`src/rtl/stopwatch_ctrl.sv`:
```
// Stopwatch controller: debounces the start/lap/clear keys, runs the run/pause/lap
// state machine and paces the hh:mm:ss counter with tick and clear pulses.
module stopwatch_ctrl #(
    parameter int TICK_CYC = 500000,
    parameter int DEB_CYC  = 1000000
) (
    input  logic        clk,
    input  logic        rst_n,
    input  logic        key_start_n,
    input  logic        key_lap_n,
    input  logic        key_clear_n,
    input  logic [23:0] live_data,
    output logic        cnt_tick,
    output logic        cnt_clr,
    output logic [23:0] disp_data,
    output logic        run_led,
    output logic        lap_led
);
    localparam int DIV_W = $clog2(TICK_CYC);
    localparam int DEB_W = $clog2(DEB_CYC);
    localparam logic [DIV_W-1:0] DIV_LAST = DIV_W'(TICK_CYC - 1);
    localparam logic [DEB_W-1:0] DEB_LAST = DEB_W'(DEB_CYC - 1);

    localparam logic [1:0] IDLE  = 2'd0;
    localparam logic [1:0] RUN   = 2'd1;
    localparam logic [1:0] LAP   = 2'd2;
    localparam logic [1:0] PAUSE = 2'd3;

    localparam int K_START = 0;
    localparam int K_LAP   = 1;
    localparam int K_CLEAR = 2;

    logic [2:0]       key_n;
    logic [2:0]       meta;
    logic [2:0]       sync;
    logic [2:0]       last;
    logic [2:0]       level;
    logic [2:0]       press;
    logic [DEB_W-1:0] deb_cnt [3];

    assign key_n = {key_clear_n, key_lap_n, key_start_n};

    // Keys idle high; the counter saturates once the synced level has been stable long enough.
    always_ff @(posedge clk or negedge rst_n) begin
        if (!rst_n) begin
            meta  <= '1;
            sync  <= '1;
            last  <= '1;
            level <= '1;
            press <= '0;
            for (int i = 0; i < 3; i++) deb_cnt[i] <= '0;
        end else begin
            meta <= key_n;
            sync <= meta;
            last <= sync;
            for (int i = 0; i < 3; i++) begin
                press[i] <= 1'b0;
                if (sync[i] != last[i]) begin
                    deb_cnt[i] <= '0;
                end else if (deb_cnt[i] != DEB_LAST) begin
                    deb_cnt[i] <= deb_cnt[i] + 1'b1;
                end else if (level[i] != last[i]) begin
                    level[i] <= last[i];
                    press[i] <= ~last[i];
                end
            end
        end
    end

    logic [1:0]       state;
    logic [1:0]       state_nxt;
    logic [DIV_W-1:0] div;
    logic [23:0]      lap_reg;
    logic             go_start;
    logic             go_lap;
    logic             go_clear;
    logic             running;
    logic             running_nxt;

    // Only the highest-priority press of a cycle survives; the rest are dropped.
    assign go_clear = press[K_CLEAR];
    assign go_start = press[K_START] & ~press[K_CLEAR];
    assign go_lap   = press[K_LAP] & ~press[K_START] & ~press[K_CLEAR];

    always_comb begin
        state_nxt = state;
        case (state)
            IDLE:    if (go_start) state_nxt = RUN;
            RUN:     if (go_start) state_nxt = PAUSE; else if (go_lap) state_nxt = LAP;
            LAP:     if (go_start) state_nxt = PAUSE; else if (go_lap) state_nxt = RUN;
            PAUSE:   if (go_clear) state_nxt = IDLE;  else if (go_start) state_nxt = RUN;
            default: state_nxt = IDLE;
        endcase
    end

    assign running     = (state == RUN) || (state == LAP);
    assign running_nxt = (state_nxt == RUN) || (state_nxt == LAP);

    // A wrap on the same edge that leaves RUN/LAP produces no tick.
    always_ff @(posedge clk or negedge rst_n) begin
        if (!rst_n) begin
            state    <= IDLE;
            div      <= '0;
            lap_reg  <= '0;
            cnt_tick <= 1'b0;
            cnt_clr  <= 1'b0;
            run_led  <= 1'b0;
            lap_led  <= 1'b0;
        end else begin
            state    <= state_nxt;
            run_led  <= running_nxt;
            lap_led  <= (state_nxt == LAP);
            cnt_tick <= 1'b0;
            cnt_clr  <= go_clear && ((state == IDLE) || (state == PAUSE));
            if (running) begin
                if (div == DIV_LAST) begin
                    div      <= '0;
                    cnt_tick <= running_nxt;
                end else begin
                    div <= div + 1'b1;
                end
            end else if (((state == IDLE) && go_start) || ((state == PAUSE) && go_clear)) begin
                div <= '0;
            end
            if ((state == RUN) && go_lap) lap_reg <= live_data;
        end
    end

    assign disp_data = (state == LAP) ? lap_reg : live_data;

endmodule
```
`config.mk`:
```
export PLATFORM = sky130hd
export DESIGN_NAME = stopwatch_ctrl
export DESIGN_NICKNAME = d
export VERILOG_FILES = /design/src/rtl/stopwatch_ctrl.sv
export SDC_FILE = /design/constraint.sdc
export NUM_CORES = 1
export LEC_CHECK = 0
export ABC_AREA = 1
export BUFFER_PORTS_ARGS = -buffer_cell sky130_fd_sc_hd__buf_2
export CAP_MARGIN = 20
export CORE_MARGIN = 2
export CORE_UTILIZATION = 50
export DETAILED_ROUTE_END_ITERATION = 8
export PLACE_DENSITY = 0.71
export SLEW_MARGIN = 20
export SYNTH_ARGS = -nofsm -noshare
export SYNTH_HDL_FRONTEND = slang
export SYNTH_SLANG_ARGS = --single-unit
```
`constraint.sdc`:
```
create_clock -name clk -period 1.8 [get_ports clk]
set_clock_uncertainty 0.1 [all_clocks]
set_input_delay 0.09 -clock clk [delete_from_list [all_inputs] [get_ports clk]]
set_output_delay 0.09 -clock clk [all_outputs]
set_load 0.005 [all_outputs]
```
==> impl_metrics.env, run 1 <==
export IMPL_status="complete, but fails checks"
export IMPL_violations="setup timing"
export IMPL_ys_async_sr_fraction_pct=100
export IMPL_overflow=0
export IMPL_die_x_um=122
export IMPL_drc_errors=0
export IMPL_arrival_ns=1.72
export IMPL_cts_max_path_buffers=2
export IMPL_yosysUniqueCellTypes=44
export IMPL_slew_headroom_pct=69.4
export IMPL_fin_ws_ns=-0.112
export IMPL_io_buffers=56
export IMPL_p_total_w=0.00691
export IMPL_cp_endpoint="disp_data[1]"
export IMPL_drv_cap=0
export IMPL_clock_fmax_mhz=523
export IMPL_synth_top_cell_area_share_pct=40.4
export IMPL_required_ns=1.61
export IMPL_cellInternalPower_w=0.00541
export IMPL_finalSetupViolations=26
export IMPL_cts_tree="yes"
export IMPL_syn_avg_cell_area_um2=7.50
export IMPL_grt_pass1_vias=5904
export IMPL_cts_sinks=124
export IMPL_p_leak_nw=4.14
export IMPL_via_count=6418
export IMPL_drive_gt1_share_pct=23.3
export IMPL_critPathMaxFanout=6
export IMPL_antenna_found_initial=0
export IMPL_ys_flop_type="dfrtp_1"
export IMPL_routabilityCongestion=0.885
export IMPL_diodes=0
export IMPL_cp_end_kind="output port"
export IMPL_swShare_pct=21.7
export IMPL_path_clk_slew_ns=0.05
export IMPL_core_area_um2=13700
export IMPL_fin_crit_ns=1.91
export IMPL_finalMaxSlewViolations=0
export IMPL_detail_route_antenna_nets=0
export IMPL_dp_hpwl_mm=10.5
export IMPL_reg2reg_depth=11
export IMPL_reg2reg_from="state[0]"
export IMPL_viasPerCell=5.18
export IMPL_synth_edf_count=0
export IMPL_syn_num_nets=967
export IMPL_cts_htree_levels=4
export IMPL_layout_nets=1088
export IMPL_yosys_area_top_type="dfrtp_1"
export IMPL_grt_pass1_wl_mm=26.9
export IMPL_rsz0062_at_grt="yes"
export IMPL_critPathKind="reg -> out"
export IMPL_start_util_pct=50.6
export IMPL_vdd_drop_max_mv=0.630
export IMPL_p_comb_share_pct=6.2
export IMPL_pwr_share_clk_pct=52.1
export IMPL_syn_to_final_growth_pct=28.7
export IMPL_syn_area_um2=6940
export IMPL_synth_seq_area_share_pct=44.9
export IMPL_synth_seq_cells=124
export IMPL_num_rows=43
export IMPL_largest_reg_flops=60
export IMPL_cts_buffers=17
export IMPL_synth_most_common_cell="nand2_1"
export IMPL_utilization_pct=65.1
export IMPL_die_h_um=122
export IMPL_switchingPower_w=0.00150
export IMPL_clockRootBuffer="clkbuf_16"
export IMPL_start_kind="register"
export IMPL_whs_ns=0.0443
export IMPL_fill_cells=1097
export IMPL_cp_startpoint="state[1]"
export IMPL_synth_cells=925
export IMPL_fp_dieArea_um2=14800
export IMPL_reg2reg_setup_slack_ns=-0.09
export IMPL_drtIter0Drc=461
export IMPL_timing_rr_end="cnt_tick"
export IMPL_min_path_type="in -> async"
export IMPL_period_share_pct=106
export IMPL_io_pins=57
export IMPL_wl_mm=17.4
export IMPL_hold_viol=0
export IMPL_worst_pin_slew_ns=0.456
export IMPL_power_density_nw_per_um2=774
export IMPL_grt_max_degree=49
export IMPL_yosys_top_cells_count="nand2_1, inv_1, dfrtp_1"
export IMPL_synth_area_top_cells="dfrtp_1, nand2_1, inv_1"
export IMPL_clkLatencyLatePin_ns=0.42
export IMPL_seqPwrFrac_pct=41.7
export IMPL_drt_pre_antenna_iters=5
export IMPL_wl_per_cell_um=14.0
export IMPL_ys_warn_count=0
export IMPL_grtUsageTotal_pct=22.5
==> layout make-up <==
cell class / instances / area, um^2 / share of cell area [%]
clock buffers: 21 / 460 / 5.16
inverters: 122 / 460 / 5.16
multi-input cells: 661 / 3490 / 39.0
repair buffers: 120 / 1010 / 11.3
well taps: 180 / 225 / 2.52
flip-flops and latches: 124 / 3120 / 34.9
clock inverters: 11 / 166 / 1.86
==> critical path, cell delays in order, from the launching register on <==
cell and delay [ns]:
dfrtp_2 0.48, ha_4 0.21, buf_12 0.15, clkbuf_16 0.16, o21ai_1 0.16, buf_2 0.14
==> timing repair <==
item,CTS,global route
endpoints found under the setup margin,25,67
pin swaps,6,18
buffers inserted,3,7
hold buffers,28,0
resized for setup,32,59
hold endpoints to repair,142,0
cloned,1,6
==> metal layers <==
| metal | global-route usage, % | wire length, um | vias up |
|---|---|---|---|
| met4 | 7.61 | 382 | 0 |
| met3 | 5.52 | 991 | 37 |
| met1 | 28.9 | 7620 | 2963 |
| li1 | - | - | 3211 |
| met2 | 37.4 | 8380 | 207 |
| met5 | 0 | 0 | - |
==> worst min-delay path by stage <==
stage	endpoint	start	slack, ns
2_1_floorplan	cnt_clr	rst_n	-0.31
3_3_place_gp	lap_reg[10]	rst_n	-0.04
3_5_place_dp	lap_reg[10]	rst_n	-0.05
4_1_cts	lap_reg[10]	rst_n	0.05
5_1_grt	lap_reg[10]	rst_n	0.08
6_report	lap_reg[10]	rst_n	0.04
==> cells by family (layout without fill, tap and decap cells) <==
kind of cell / Yosys count / count (layout) / synth area share (%)
fa+ha+maj: 13 / 13 / 2.34
buf+inv: 140 / 274 / 7.89
flops: 124 / 124 / 44.9
compound gates: 122 / 122 / 9.34
simple gates: 513 / 513 / 33.8
xor+xnor: 13 / 13 / 1.75
==> power groups by stage <==
stage	sequential [W]	clock, W	combinational (W)
2_1_floorplan	0.00292	0	0.000177
3_3_place_gp	0.00292	0	0.000351
3_5_place_dp	0.00293	0	0.000354
4_1_cts	0.00288	0.00368	0.000404
5_1_grt	0.00289	0.00380	0.000477
6_report	0.00288	0.00360	0.000427
==> layout by cell type (no fill, tap or decap), types with 15 or more instances in the layout <==
cell             n
a21oi_1         24
buf_2           55
buf_4           21
clkbuf_16       21
dfrtp_1        111
dlygate4sd3_1   28
inv_1          111
nand2_1        219
nand2_2         24
nand3_1         78
nand4_1         18
nor2_1         104
nor2_2          15
nor3_1          15
o21ai_0         46
o21ai_1         19
o21ai_2         17
==> metrics by stage <==
step | TNS, ns | setup slack [ns] | std cells | area, um^2
2_1_floorplan | 0 | 0.0160 | 925 | 6970
5_1_grt | -3.38 | -0.203 | 1239 | 8930
3_5_place_dp | -0.00687 | -0.00687 | 1163 | 7560
6_report | -1.37 | -0.112 | 1239 | 8930
4_1_cts | -0.00238 | -0.00238 | 1227 | 8550
3_3_place_gp | 0 | 0.0364 | 1163 | 7560
Note: power is estimated with default switching activity, not from simulation.
==> run 2: changes to the inputs <==
--- a/config.mk
+++ b/config.mk
@@ -8,10 +8,12 @@
 export ABC_AREA = 1
 export BUFFER_PORTS_ARGS = -buffer_cell sky130_fd_sc_hd__buf_2
 export CAP_MARGIN = 20
-export CORE_MARGIN = 2
+export CORE_MARGIN = 5
 export CORE_UTILIZATION = 50
+export CTS_CLUSTER_SIZE = 14
 export DETAILED_ROUTE_END_ITERATION = 8
 export PLACE_DENSITY = 0.71
+export RECOVER_POWER = 50
 export SLEW_MARGIN = 20
 export SYNTH_ARGS = -nofsm -noshare
 export SYNTH_HDL_FRONTEND = slang
==> impl_metrics.env, run 2 (synthesis results as in run 1) <==
export IMPL_num_rows=43
export IMPL_start_kind="register"
export IMPL_grt_pass1_wl_mm=26.9
export IMPL_drv_cap=0
export IMPL_drc_errors=0
export IMPL_grt_max_degree=125
export IMPL_instances_no_fill=1227
export IMPL_mostFrequentLayoutCells="nand2_1, dfrtp_1, inv_1, nor2_1, nand3_1"
export IMPL_cellInternalPower_w=0.00493
export IMPL_dp_cells=1162
export IMPL_dp_hpwl_mm=10.4
export IMPL_wl_per_cell_um=13.1
export IMPL_vdd_drop_max_mv=0.613
export IMPL_drtIter0Drc=414
export IMPL_mostFrequentLayoutCell="nand2_1"
export IMPL_cts_htree_levels=4
export IMPL_clockRootBuffer="clkbuf_16"
export IMPL_critPathKind="reg -> out"
export IMPL_worst_pin_slew_ns=1.12
export IMPL_power_density_nw_per_um2=746
export IMPL_tns_ns=-0.640
export IMPL_required_ns=1.61
export IMPL_fp_dieArea_um2=16300
export IMPL_fin_crit_ns=1.89
export IMPL_grt_pass1_vias=5911
export IMPL_die_x_um=128
export IMPL_via_count=6295
export IMPL_rsz0062_at_grt="yes"
export IMPL_regArea_um2=3120
export IMPL_grtUsageTotal_pct=19.9
export IMPL_cts_sinks=124
export IMPL_swShare_pct=22.7
export IMPL_syn_to_final_growth_pct=23.0
export IMPL_clkLatencyLatePin_ns=0.41
export IMPL_die_h_um=128
export IMPL_viasPerCell=5.13
export IMPL_antenna_found_initial=0
export IMPL_io_pins=57
export IMPL_drt_pre_antenna_iters=5
export IMPL_start_util_pct=50.4
export IMPL_detail_route_antenna_nets=0
export IMPL_utilization_pct=62.0
export IMPL_reg2reg_depth=10
export IMPL_cts_tree="yes"
export IMPL_seqPwrFrac_pct=45.1
export IMPL_p_comb_share_pct=6.3
export IMPL_violations="setup timing"
export IMPL_path_clk_slew_ns=0.05
export IMPL_drive_gt1_share_pct=19.8
export IMPL_diodes=0
export IMPL_slew_headroom_pct=25.2
export IMPL_p_leak_nw=3.97
export IMPL_cp_end_kind="output port"
export IMPL_multi_input_area_um2=3390
export IMPL_p_total_w=0.00637
export IMPL_cts_buffers=17
export IMPL_largest_reg_flops=60
export IMPL_arrival_ns=1.70
export IMPL_pwr_share_clk_pct=48.6
export IMPL_routabilityCongestion=0.852
export IMPL_finalSetupViolations=23
export IMPL_critPathMaxFanout=12
export IMPL_cts_max_path_buffers=2
export IMPL_period_share_pct=105
export IMPL_overflow=0
export IMPL_finalMaxSlewViolations=0
export IMPL_fill_cells=1188
export IMPL_switchingPower_w=0.00145
export IMPL_io_buffers=56
export IMPL_fin_ws_ns=-0.0938
export IMPL_min_path_type="in -> reg"
export IMPL_layout_nets=1076
export IMPL_hold_depth=2
export IMPL_clock_fmax_mhz=528
export IMPL_place_area_um2=7540
export IMPL_wl_mm=16.1
export IMPL_final_area_um2=8540
export IMPL_status="complete, but fails checks"
export IMPL_reg2reg_setup_slack_ns=-0.03
export IMPL_core_area_um2=13800
export IMPL_hold_viol=0
run 2: metal layers:
| layer | vias to the layer above | global-route usage, % | share of wire (%) |
|---|---|---|---|
| met4 | 0 | 6.68 | 1.8 |
| met5 | - | 0 | 0 |
| li1 | 3191 | - | - |
| met1 | 2917 | 26.8 | 46 |
| met2 | 162 | 31.9 | 47 |
| met3 | 25 | 4.38 | 5.1 |
run 2: timing repair:
action                     4_1_cts  5_1_grt
pin swaps                        0        2
setup endpoints to repair       25       44
cloned                           1        1
hold buffers                    28        0
hold endpoints to repair       139        0
resized for setup               22       39
buffers inserted                 1        2
run 2: through the flow:
step	hold slack, ns	setup WS (ns)
2_1_floorplan	-0.306	0.0160
3_3_place_gp	0.0952	0.0427
3_5_place_dp	0.0962	-0.0467
4_1_cts	0.200	-0.000162
5_1_grt	0.225	-0.164
6_report	0.221	-0.0938
run 2: cell type report:
cell class,instances,area share (%)
Timing Repair Buffer,108,9.51
Sequential cell,124,36.5
Clock inverter,8,0.821
Clock buffer,24,5.41
Multi-Input combinational cell,661,39.7
Tap cell,180,2.64
Inverter,122,5.39
run 2: final timing paths:
| path | from | endpoint |
|---|---|---|
| min in group asynchronous | rst_n | lap_reg[12] |
| max in group asynchronous | rst_n | deb_cnt[10] |
| worst max-delay path | state[0] | disp_data[14] |
| worst min register to register | meta[0] | sync[0] |
| worst max register to register | state[0] | cnt_tick |
| worst min-delay path | key_clear_n | meta[2] |
run 2: worst max-delay path, cell delays in order (launching register included):
cell	delay (ns)
dfrtp_1	0.42
inv_2	0.13
ha_4	0.23
clkbuf_16	0.20
nand2_2	0.06
o21ai_1	0.10
buf_2	0.15
run 2: power by group through the flow:
stage	clock network, W	logic [W]	registers [W]
6_report	0.00310	0.000401	0.00288
5_1_grt	0.00331	0.000462	0.00288
4_1_cts	0.00317	0.000398	0.00288
3_5_place_dp	0	0.000348	0.00293
3_3_place_gp	0	0.000343	0.00292
2_1_floorplan	0	0.000177	0.00292
